<file path="config.mk">
export PLATFORM = sky130hd
export DESIGN_NAME = aes_mm_ctrl
export DESIGN_NICKNAME = d
export VERILOG_FILES = /design/src/rtl/aes_mm_ctrl.sv
export SDC_FILE = /design/constraint.sdc
export NUM_CORES = 1
export LEC_CHECK = 0
export ABC_AREA = 1
export BUFFER_PORTS_ARGS = -buffer_cell sky130_fd_sc_hd__buf_4
export CORE_MARGIN = 2
export CORE_UTILIZATION = 53
export DETAILED_ROUTE_END_ITERATION = 8
export PLACE_DENSITY_LB_ADDON = 0.05
export SLEW_MARGIN = 20
export SYNTH_ARGS = -nofsm -noshare
export SYNTH_HDL_FRONTEND = slang
export SYNTH_SLANG_ARGS = --single-unit
export TNS_END_PERCENT = 20
</file>
<file path="constraint.sdc">
create_clock -name clock -period 10.44 [get_ports clock]
set_input_delay 1.044 -clock clock [delete_from_list [all_inputs] [get_ports clock]]
set_output_delay 1.044 -clock clock [all_outputs]
set_load 0.01 [all_outputs]
</file>
<file path="src/rtl/aes_mm_ctrl.sv">
// aes_mm_ctrl: memory-mapped slave front end for an iterative AES round engine,
// with a double-buffered input block, a result FIFO, status, interrupt and write backpressure.
module aes_mm_ctrl #(
  parameter int DATA_W     = 32,
  parameter int ADDR_W     = 11,
  parameter int NUM_ROUNDS = 10,
  parameter int OUT_DEPTH  = 2
) (
  input  logic              clock,
  input  logic              reset,
  input  logic              chipselect,
  input  logic [ADDR_W-1:0] address,
  input  logic              read,
  output logic [DATA_W-1:0] readdata,
  input  logic              write,
  input  logic [DATA_W-1:0] writedata,
  output logic              waitrequest,
  output logic              irq,
  output logic              eng_enable,
  output logic              eng_mode,
  output logic [3:0]        eng_round,
  output logic [127:0]      eng_text_in,
  input  logic [127:0]      eng_text_out,
  input  logic [127:0]      eng_rkey
);
  localparam int WORDS = 128 / DATA_W;
  localparam int WC_W  = WORDS > 1 ? $clog2(WORDS) : 1;
  localparam int FC_W  = $clog2(OUT_DEPTH + 1);
  localparam logic [1:0] S_IDLE = 2'd0, S_RUN = 2'd1, S_DONE = 2'd2;

  logic [WC_W-1:0] r_wcnt;
  logic [127:0]    r_shift, r_pend_buf;
  logic            r_pending, r_mode, r_irq_en, r_eng_mode;
  logic [1:0]      r_state;
  logic [3:0]      r_rnd;
  logic [7:0]      r_blocks;
  logic [127:0]    r_fifo [OUT_DEPTH];
  logic [FC_W-1:0] r_cnt;

  logic            w_last, w_din, w_din_acc, w_ctrl_wr, w_flush, w_rd;
  logic            w_out_valid, w_out_full, w_start, w_push, w_pop, w_busy;
  logic [127:0]    w_shift_nx;
  logic [15:0]     w_status;
  logic [DATA_W-1:0] w_dout;
  logic [FC_W-1:0] w_widx;

  assign w_last      = r_wcnt == WC_W'(WORDS - 1);
  assign w_din       = chipselect & write & (address == '0);
  assign waitrequest = w_din & w_last & r_pending;
  assign w_din_acc   = w_din & ~waitrequest;
  assign w_ctrl_wr   = chipselect & write & (address == ADDR_W'(1));
  assign w_flush     = w_ctrl_wr & writedata[2];
  assign w_shift_nx  = (r_shift << DATA_W) | 128'(writedata);
  assign w_out_valid = r_cnt != '0;
  assign w_out_full  = r_cnt == FC_W'(OUT_DEPTH);
  assign w_busy      = r_state != S_IDLE;
  assign w_start     = ~w_busy & r_pending & ~w_out_full;
  assign w_push      = r_state == S_DONE;
  assign w_rd        = chipselect & read;
  assign w_pop       = w_rd & (address == ADDR_W'(3 + WORDS - 1)) & w_out_valid;
  assign w_widx      = w_pop ? r_cnt - 1'b1 : r_cnt;
  assign w_status    = {r_blocks, 4'b0, w_out_full, w_out_valid, r_pending, w_busy};

  // mode is taken straight from CTRL in the start cycle so the engine sees it from round 0
  assign eng_enable  = w_start | (r_state == S_RUN);
  assign eng_mode    = w_start ? r_mode : r_eng_mode;
  assign eng_round   = r_state == S_RUN ? r_rnd : 4'd0;
  assign eng_text_in = w_start ? r_pend_buf ^ eng_rkey : r_state == S_RUN ? eng_text_out : '0;
  assign irq         = r_irq_en & w_out_valid;

  always_comb begin
    w_dout = '0;
    for (int i = 0; i < WORDS; i++)
      if (address == ADDR_W'(3 + i)) w_dout = r_fifo[0][127 - i*DATA_W -: DATA_W];
  end

  assign readdata = ~w_rd ? '0 :
                    address == ADDR_W'(1) ? DATA_W'({r_irq_en, r_mode}) :
                    address == ADDR_W'(2) ? DATA_W'(w_status) :
                    w_out_valid ? w_dout : '0;

  always_ff @(posedge clock) begin
    if (reset) begin
      r_wcnt     <= '0;
      r_shift    <= '0;
      r_pend_buf <= '0;
      r_pending  <= 1'b0;
      r_mode     <= 1'b0;
      r_irq_en   <= 1'b0;
      r_eng_mode <= 1'b0;
      r_state    <= S_IDLE;
      r_rnd      <= '0;
      r_blocks   <= '0;
      r_cnt      <= '0;
      for (int i = 0; i < OUT_DEPTH; i++) r_fifo[i] <= '0;
    end else begin
      r_wcnt    <= w_flush ? '0 : w_din_acc ? (w_last ? '0 : r_wcnt + 1'b1) : r_wcnt;
      r_pending <= ~w_flush & ((r_pending & ~w_start) | (w_din_acc & w_last));
      if (w_din_acc) r_shift <= w_shift_nx;
      if (w_din_acc && w_last) r_pend_buf <= w_shift_nx;
      if (w_ctrl_wr) begin
        r_mode   <= writedata[0];
        r_irq_en <= writedata[1];
      end
      if (w_start) begin
        r_state    <= S_RUN;
        r_rnd      <= 4'd1;
        r_eng_mode <= r_mode;
      end else if (r_state == S_RUN) begin
        if (r_rnd == 4'(NUM_ROUNDS)) r_state <= S_DONE;
        else r_rnd <= r_rnd + 4'd1;
      end else if (w_push) begin
        r_state  <= S_IDLE;
        r_blocks <= r_blocks + 8'd1;
      end
      // flush empties the FIFO but a block finishing in the same cycle survives
      if (w_flush) begin
        r_cnt <= FC_W'(w_push);
        if (w_push) r_fifo[0] <= eng_text_out;
      end else begin
        if (w_pop)
          for (int i = 0; i < OUT_DEPTH - 1; i++) r_fifo[i] <= r_fifo[i+1];
        if (w_push) r_fifo[w_widx] <= eng_text_out;
        r_cnt <= r_cnt + FC_W'(w_push) - FC_W'(w_pop);
      end
    end
  end
endmodule

</file>
==> summary by stage, run 1 <==
Outcome
The run finished with clean final reports.

Timing
The transition time at the pin with the least slew margin is 1.09 ns. Headroom to the max-slew limit came out at 0.271. The worst hold slack after final layout is 0.454 ns.

The shortest clock period the worst path allows after layout is 5.06 ns. The final count of hold timing violations is 0. Adding up every negative setup slack in the final design gives 0 ns. Across the routed clock network, the largest skew measured is 0.0277 ns. The count of final max-slew check failures came to 0. Setup repair after global routing left no endpoint under its margin. Based on the critical path, the design can be clocked at up to 198 MHz. Dividing the final minimum period by the clock period gives 0.484. Setup violations remaining at the end of the flow were counted as 0.

Clock tree
After clock tree synthesis, the clock-pin slew on the worst setup and hold paths is 0.06 ns. The TritonCTS clock tree is done. The root buffer cell chosen for the clock tree is sky130_fd_sc_hd__clkbuf_16. The number of hold buffers added after CTS was 0. The sink count of the clock tree is 502. Once the clock tree was built, the setup fixing pass inserted 0 buffers. CTS built an H-tree with a depth of 2. The number of clock buffers added by TritonCTS is 53.

The number of buffers on the longest clock path is 3. The total of cells resized after clock tree synthesis is 0. The clock network latency to the later pin of the worst-skew pair is 0.62 ns.

Synthesis
The fraction of the yosys area taken by sequential cells is 0.490. The number of warning messages in the yosys log is 0. In the post-synthesis netlist, the biggest area contributors are sky130_fd_sc_hd__edfxtp_1 (30%), sky130_fd_sc_hd__dfxtp_1 (19%), sky130_fd_sc_hd__nand2_1 (12%), sky130_fd_sc_hd__nand3_1 (6.2%), sky130_fd_sc_hd__a21oi_1 (4.7%). Of the total synthesized cell area, the portion taken by XOR and XNOR cells is 0.0442. After synthesis, the share of flip-flops with an asynchronous set or reset is 0. After synthesis, the largest family of logic cells by area is simple AND/OR/NAND/NOR gates. After synthesis the cells add up to 25,800 um^2. The fraction of synthesized area in multiplexers is 0. The instance count of the mapped netlist is 3,260. The most area-hungry cell type in the Yosys netlist is sky130_fd_sc_hd__edfxtp_1. The area share of the leading cell type in the synthesized netlist is 0.298. The number of flops mapped to enable cells by yosys is 256. In this run, synthesis produced a sequential element count of 502. The area fraction in compound gates after synthesis is 0.110. The share of synthesized cell area in full adder, half adder and majority cells is 0.00292. The distinct cell type count of the synthesized netlist is 40.

The simple-gate area share of the yosys netlist is 0.258. The average cell area after synthesis is 7.90 um^2. Among all flip-flop cells after synthesis, the most frequent one is sky130_fd_sc_hd__edfxtp_1.

Synthesis produced a netlist with a net count of 3,570.

Final layout
Fill cells in the final layout number 4,195. The most frequent standard cell in the layout excluding fill and tap cells is sky130_fd_sc_hd__nand2_1. The layout net count is 3,864. The core utilization of the finished layout is 0.647. The finished layout holds 4,219 standard cells, fillers aside. The library cells used most frequently in the layout, excluding fill and tap cells, are sky130_fd_sc_hd__nand2_1 (820), sky130_fd_sc_hd__buf_4 (499), sky130_fd_sc_hd__nand3_1 (317). The sequential cell area is 12,600 um^2. The share of layout cells above drive strength 1 is 0.176. The area used by multi-input combinational logic is 10,800 um^2. The layout-stage area growth over the synthesis result is 20.3%.

Critical path
The maximum fanout encountered on the critical timing path is 73. For the worst setup path, the data arrival time is 4.01 ns. The required time of the critical path is 9.40 ns. The critical path start-end classification is in -> out. The cell occurring most often along the worst timing path is sky130_fd_sc_hd__buf_4.

The standard cell with the maximum stage delay on the critical path is sky130_fd_sc_hd__nand3_1. The kind of cell with the highest combined delay along the critical path is simple AND/OR/NAND/NOR gates. The biggest cell delay along the critical path is 0.90 ns. The count of buffering cells on the critical path with inverters included is 3. The signal on the critical path passes through buf_4, nor2_1, nand2_1, nor2_4, buf_4, nand3_1, or2_2, nand2_1, a21oi_1, buf_4.

The startpoint kind of the worst setup timing path is an input pin. The endpoint type of the worst setup path is a primary output.

Pwr
The static leakage is 13.5 nW. The worst-case IR drop observed on VDD is 0.117 mV. Power spread over the standard cell area amounts to 143 nW/um^2.

Global route
The initial antenna violation count is 8. The pin count of the biggest net entering global routing is 100. The number of global-route vias before repair came to 23.0k.

Summed over all layers, the global routing overflow is 0. The first-pass GRT wire length is 143,000 um. The global routing usage summed across all routing layers is 0.381.

Floorplanning
The die area is 50,400 um^2. The initial standard-cell utilization of the core is 0.538. Measured along the x axis, the die boundary spans 224 um. The floorplan has 80 rows.

The die is 224 um tall. The core outline area is 47,800 um^2. The I/O pin count is 472.

Routing
In this run the remaining antenna-violating nets after routing total 0. The final route contains 24.9k vias. In the routed layout, each cell is associated on average with a via count of 5.90.

The number of iterations in the first detailed-routing pass is 6. The mean routed wirelength per cell is 23.3 um. For this block, the initial DRC count from the detailed router was 3,042. The number of remaining DRC errors is 0. After detailed routing, the total wire length is 98,400 um.

Placement
Counting tap cells, the placed design contains a total of 4,114 instances. The global placer's final weighted congestion is 1.03. Buffers placed on the I/O ports in this run total 471. The HPWL after detailed placement is 70,400 um.

Job
Across the run, the number of max-cap violations was 0.

Min path
In this run the worst hold path is classified as reg -> reg.
state kept, by name, summed over array words and instances, names as in the netlist:
| signal | count |
|---|---|
| r_mode | 1 |
| r_blocks | 8 |
| r_pend_buf | 128 |
| r_state | 2 |
| r_shift | 96 |
| r_eng_mode | 1 |
| r_cnt | 2 |
| r_rnd | 4 |
| r_pending | 1 |
| r_fifo | 256 |
| r_wcnt | 2 |
| r_irq_en | 1 |
per-stage QoR:
| stage | setup WS (ns) | total power [mW] | area, um^2 |
|---|---|---|---|
| after floorplan | 3.14 | 2.26 | 25800 |
| after global placement | 5.18 | 2.43 | 29100 |
| after detailed placement | 5.14 | 2.43 | 29100 |
| after CTS | 5.30 | 4.42 | 31000 |
| after global routing | 5.14 | 4.52 | 31000 |
| final | 5.38 | 4.42 | 31000 |
metal layers:
layer,global-route usage,share of wire
met1,0.499,0.39
met4,0.191,0.055
met2,0.606,0.46
met5,0,0.00053
met3,0.0717,0.093
cells in the mapped netlist (2+ instances only):
cell                        count
sky130_fd_sc_hd__or2_2         12
sky130_fd_sc_hd__nand3_1      320
sky130_fd_sc_hd__a21oi_1      244
sky130_fd_sc_hd__nor3b_1        3
sky130_fd_sc_hd__nand2_2        4
sky130_fd_sc_hd__nand2_1      824
sky130_fd_sc_hd__buf_2         89
sky130_fd_sc_hd__o21bai_1       2
sky130_fd_sc_hd__nor3_1         4
sky130_fd_sc_hd__buf_6         22
sky130_fd_sc_hd__nor4_1         2
sky130_fd_sc_hd__buf_4         14
sky130_fd_sc_hd__dfxtp_1      246
sky130_fd_sc_hd__o22ai_1      129
sky130_fd_sc_hd__nand3b_1       2
sky130_fd_sc_hd__o21ai_0      132
sky130_fd_sc_hd__nor2_4         2
sky130_fd_sc_hd__edfxtp_1     256
sky130_fd_sc_hd__xnor2_1      129
sky130_fd_sc_hd__buf_1          5
sky130_fd_sc_hd__ha_1           6
sky130_fd_sc_hd__a211oi_1       6
sky130_fd_sc_hd__inv_1        293
sky130_fd_sc_hd__inv_2          5
sky130_fd_sc_hd__nor2_1       212
sky130_fd_sc_hd__nand4_1      147
sky130_fd_sc_hd__o2111ai_1      7
sky130_fd_sc_hd__clkbuf_1     131
where the power goes:
part           internal (mW)  switching (mW)  leakage [nW]
registers               2.10          0.0212          4.62
clock network           1.19           0.834         0.920
logic                  0.113           0.157          7.97
total                   3.41            1.01          13.5
final cells by class:
class / count / share of cell area
inverters: 299 / 0.0366
repair buffers: 500 / 0.121
diodes: 5 / 0.000404
clock buffers: 72 / 0.0487
flip-flops and latches: 502 / 0.407
multi-input cells: 2198 / 0.350
clock inverters: 28 / 0.0114
well taps: 615 / 0.0248
worst register-to-register path: stages, from the launching register on:
cell	delay, ns
sky130_fd_sc_hd__dfxtp_1	0.36
sky130_fd_sc_hd__nor2_1	0.49
sky130_fd_sc_hd__nor2_1	0.16
sky130_fd_sc_hd__nand3_1	0.14
sky130_fd_sc_hd__nand2_1	0.06
sky130_fd_sc_hd__nand2_1	0.13
sky130_fd_sc_hd__inv_2	0.06
sky130_fd_sc_hd__nand2_4	0.48
sky130_fd_sc_hd__buf_4	0.85
sky130_fd_sc_hd__nand4_1	0.31
sky130_fd_sc_hd__buf_4	0.37
sky130_fd_sc_hd__buf_4	0.39
cell families after synthesis:
group | after synthesis
and+or+nand+nor | 1538
buffers and inverters | 560
AOI/OAI and AO/OA | 524
DFF | 502
xor gates and xnor gates | 130
adders and majority gates | 6
worst paths after layout:
| path | from | to | slack, ns | cells after the start |
|---|---|---|---|---|
| min reg2reg | r_shift[65]$_SDFFE_PP0N_ | r_shift[65]$_SDFFE_PP0N_ | 0.45 | 2 |
| min | r_shift[65]$_SDFFE_PP0N_ | r_shift[65]$_SDFFE_PP0N_ | 0.45 | 2 |
| max reg2reg | r_cnt[1]$_SDFF_PP0_ | r_fifo[0][70]$_DFFE_PP_ | 6.30 | 11 |
| max | address[7] | readdata[20] | 5.38 | 10 |
Note: power is estimated with default switching activity, not from simulation.
==> inputs of run 2 (changes only) <==
==> constraint.sdc (replaced) <==
create_clock -name clock -period 5 [get_ports clock]
set_input_delay 0.5 -clock clock [delete_from_list [all_inputs] [get_ports clock]]
set_output_delay 0.5 -clock clock [all_outputs]
set_load 0.01 [all_outputs]
==> summary by stage, run 2 (synthesis results as in run 1) <==
Global route
The initial antenna violation count is 3. The global routing usage summed across all routing layers is 0.383. The number of global-route vias before repair was 22.9k.

Entering global routing, the biggest net connects 130 pins. For this run the aggregate overflow at the end of global routing stands at 0. The first-pass GRT wire length is 144,000 um.

Routing
The DRC violation total after the first TritonRoute iteration is 3,182. Wires add up to 98,800 um. For this run, the detailed router's first-pass iteration total came to 6. Once detail routing completed, the nets flagged for antenna violations numbered 0.

Detailed routing inserted a total of 24.9k vias. The number of vias per cell after detailed routing is 5.89. After detailed routing, the average wire length per cell comes to 23.4 um.

In the routed design, unresolved DRC markers number 0.

Job
Max-cap violations in this run came to 0.

Min path
The kind of path behind the tightest hold check is in -> reg. The worst hold path was traced through 3 stages. The worst-case hold path end point is r_fifo[0][52]$_DFFE_PP_.

The worst hold path begins at eng_text_out[52].

Timing
The count of final max-slew check failures was 0. The shortest clock period the worst path allows after layout is 3.52 ns. Measured against its own limit, the worst slew margin works out to 0.212. Setup repair after global routing left no endpoint under its margin. Static timing analysis puts the maximum clock frequency at 284 MHz.

The final count of hold timing violations came to 0. The setup violation total in the final timing report is 0. The transition time at the pin with the least slew margin is 1.18 ns. Across the routed clock network, the largest skew measured is 0.0167 ns.

The final cycle utilization of the critical path is 0.705. Setup total negative slack on the finished layout was measured at 0 ns.

Clock tree
The clock network latency to the later pin of the worst-skew pair is 0.62 ns. Buffers inserted during clock tree synthesis total 53. After clock tree synthesis, the clock-pin slew on the worst setup and hold paths is 0.06 ns. The number of H-tree branching levels is 2. The cts-stage hold buffer count is 0. The TritonCTS clock tree is done. Once the clock tree was built, the resizer swapped 0 gates to a different size.

The buffer cell driving the clock tree root is sky130_fd_sc_hd__clkbuf_16. Clock tree synthesis found a total of 502 sinks. The buffers inserted during post-CTS setup optimization is 0. The longest clock path from root to sink contains 3 buffers.

Final layout
For this run, the post-layout net count is 3,868. More flip-flops sit in one register than any other, and that register is r_fifo. The share of layout cells above drive strength 1 is 0.178. Leaving out fill and tap cells, the most frequent cell in the layout is sky130_fd_sc_hd__nand2_1. The area used by multi-input combinational logic is 10,900 um^2.

The layout has 4,162 filler cells. Leaving out filler cells and counting taps, the final layout contains 4,221. Measured on the finished design, the core utilization comes to 0.649.

The sequential cell area is 12,600 um^2. In the final layout, the registers with the most flip-flops are r_fifo (256), r_pend_buf (128), r_shift (96). In the layout the commonest cells are sky130_fd_sc_hd__nand2_1 (819), sky130_fd_sc_hd__buf_4 (499), sky130_fd_sc_hd__nand3_1 (318). The layout-stage area growth over the synthesis result is 20.6%. The register with the most flip-flops in the layout has 256 of them.

Critical path
The critical path start-end classification is in -> out. The largest single stage delay on the critical path is 0.63 ns. The critical path goes through buf_4, nor2_4, nand2_2, nor2_4, buf_4, nand3_1, nand2_1, o21ai_0, nand2_1, nand2_1, a21oi_1, buf_4. Setup slack on the worst reg-to-reg path comes out at 1.78 ns. For this design, the slowest cell found on the critical path is sky130_fd_sc_hd__nor2_4.

The worst register-to-register path begins at r_cnt[1]$_SDFF_PP0_. Counting cells, the worst reg-to-reg path comes to 10. The startpoint kind of the worst setup timing path is an input pin. For the worst setup path, the data required time is 4.50 ns.

The endpoint type of the worst setup path is a primary output. The worst register-to-register path ends at r_fifo[0][87]$_DFFE_PP_. At the worst endpoint, the arrival time is 3.02 ns. The maximum fanout encountered on the critical timing path is 38.

Placement
The placed instance count is 4,118. The global placer's final weighted congestion is 0.981. After legalization and detailed placement, the total HPWL measured 69,600 um. The count of buffers from port buffering is 471.

Floorplanning
In this run the vertical extent of the chip is 224 um. After floorplanning, the core was sized to cover 47,800 um^2. The floorplan step defined a die boundary enclosing 50,400 um^2. The I/O pin count is 472. The row count is 80.

The initial standard-cell utilization of the core is 0.538. The width of the die is 224 um.

Outcome
The flow ran to the end, and the final reports show no timing, DRC or antenna violations.

Pwr
The worst ir drop on vdd is 0.236 mV. Dividing total power by cell area gives a power density of 293 nW/um^2. Power comes to 9.11 mW.

For this design the static power due to leakage is 13.5 nW.
[run 2: per-layer routing]
layer | up-vias | wire length [um] | GRT usage | share of wire
li1 | 11500 | - | - | -
met1 | 11800 | 38800 | 0.517 | 0.39
met2 | 1401 | 45400 | 0.608 | 0.46
met3 | 196 | 10100 | 0.0662 | 0.10
met4 | 2 | 4520 | 0.164 | 0.046
met5 | - | 12 | 0 | 0.00012
[run 2: cell type report]
type | instances | area share
clock buffers | 71 | 0.0498
flip-flops and latches | 502 | 0.406
inverters | 299 | 0.0365
repair buffers | 504 | 0.124
well taps | 615 | 0.0248
diodes | 4 | 0.000322
multi-input cells | 2198 | 0.350
clock inverters | 28 | 0.00850
[run 2: critical path, delay by kind of cell]
| kind | cells | cell delay (ns) |
|---|---|---|
| and+or+nand+nor | 7 | 1.21 |
| buffers and inverters | 3 | 0.80 |
| AOI/OAI and AO/OA | 2 | 0.49 |
[run 2: how the worst max path moves through the flow]
stage,cells after the start,to,startpoint,slack [ns]
2_1_floorplan,10,r_fifo[0][0]$_DFFE_PP_,address[7],-1.68
3_3_place_gp,11,r_fifo[0][78]$_DFFE_PP_,address[10],1.37
3_5_place_dp,11,r_fifo[0][82]$_DFFE_PP_,address[7],1.26
4_1_cts,10,readdata[29],address[3],1.43
5_1_grt,10,readdata[7],address[2],1.28
6_report,12,readdata[7],address[7],1.48
[run 2: where the power goes]
part	internal (mW)	total, mW	leakage (nW)	switching, mW
sequential	4.39	4.44	4.62	0.0502
combinational	0.238	0.571	8.01	0.333
clock	2.38	4.11	0.908	1.73
[run 2: per-stage QoR]
stage	area [um^2]	hold slack [ns]	worst slack, ns
3_3_place_gp	29200	0.433	1.37
6_report	31100	0.174	1.48
2_1_floorplan	25800	0.424	-1.68
3_5_place_dp	29200	0.440	1.26
4_1_cts	31000	0.154	1.43
5_1_grt	31000	0.178	1.28
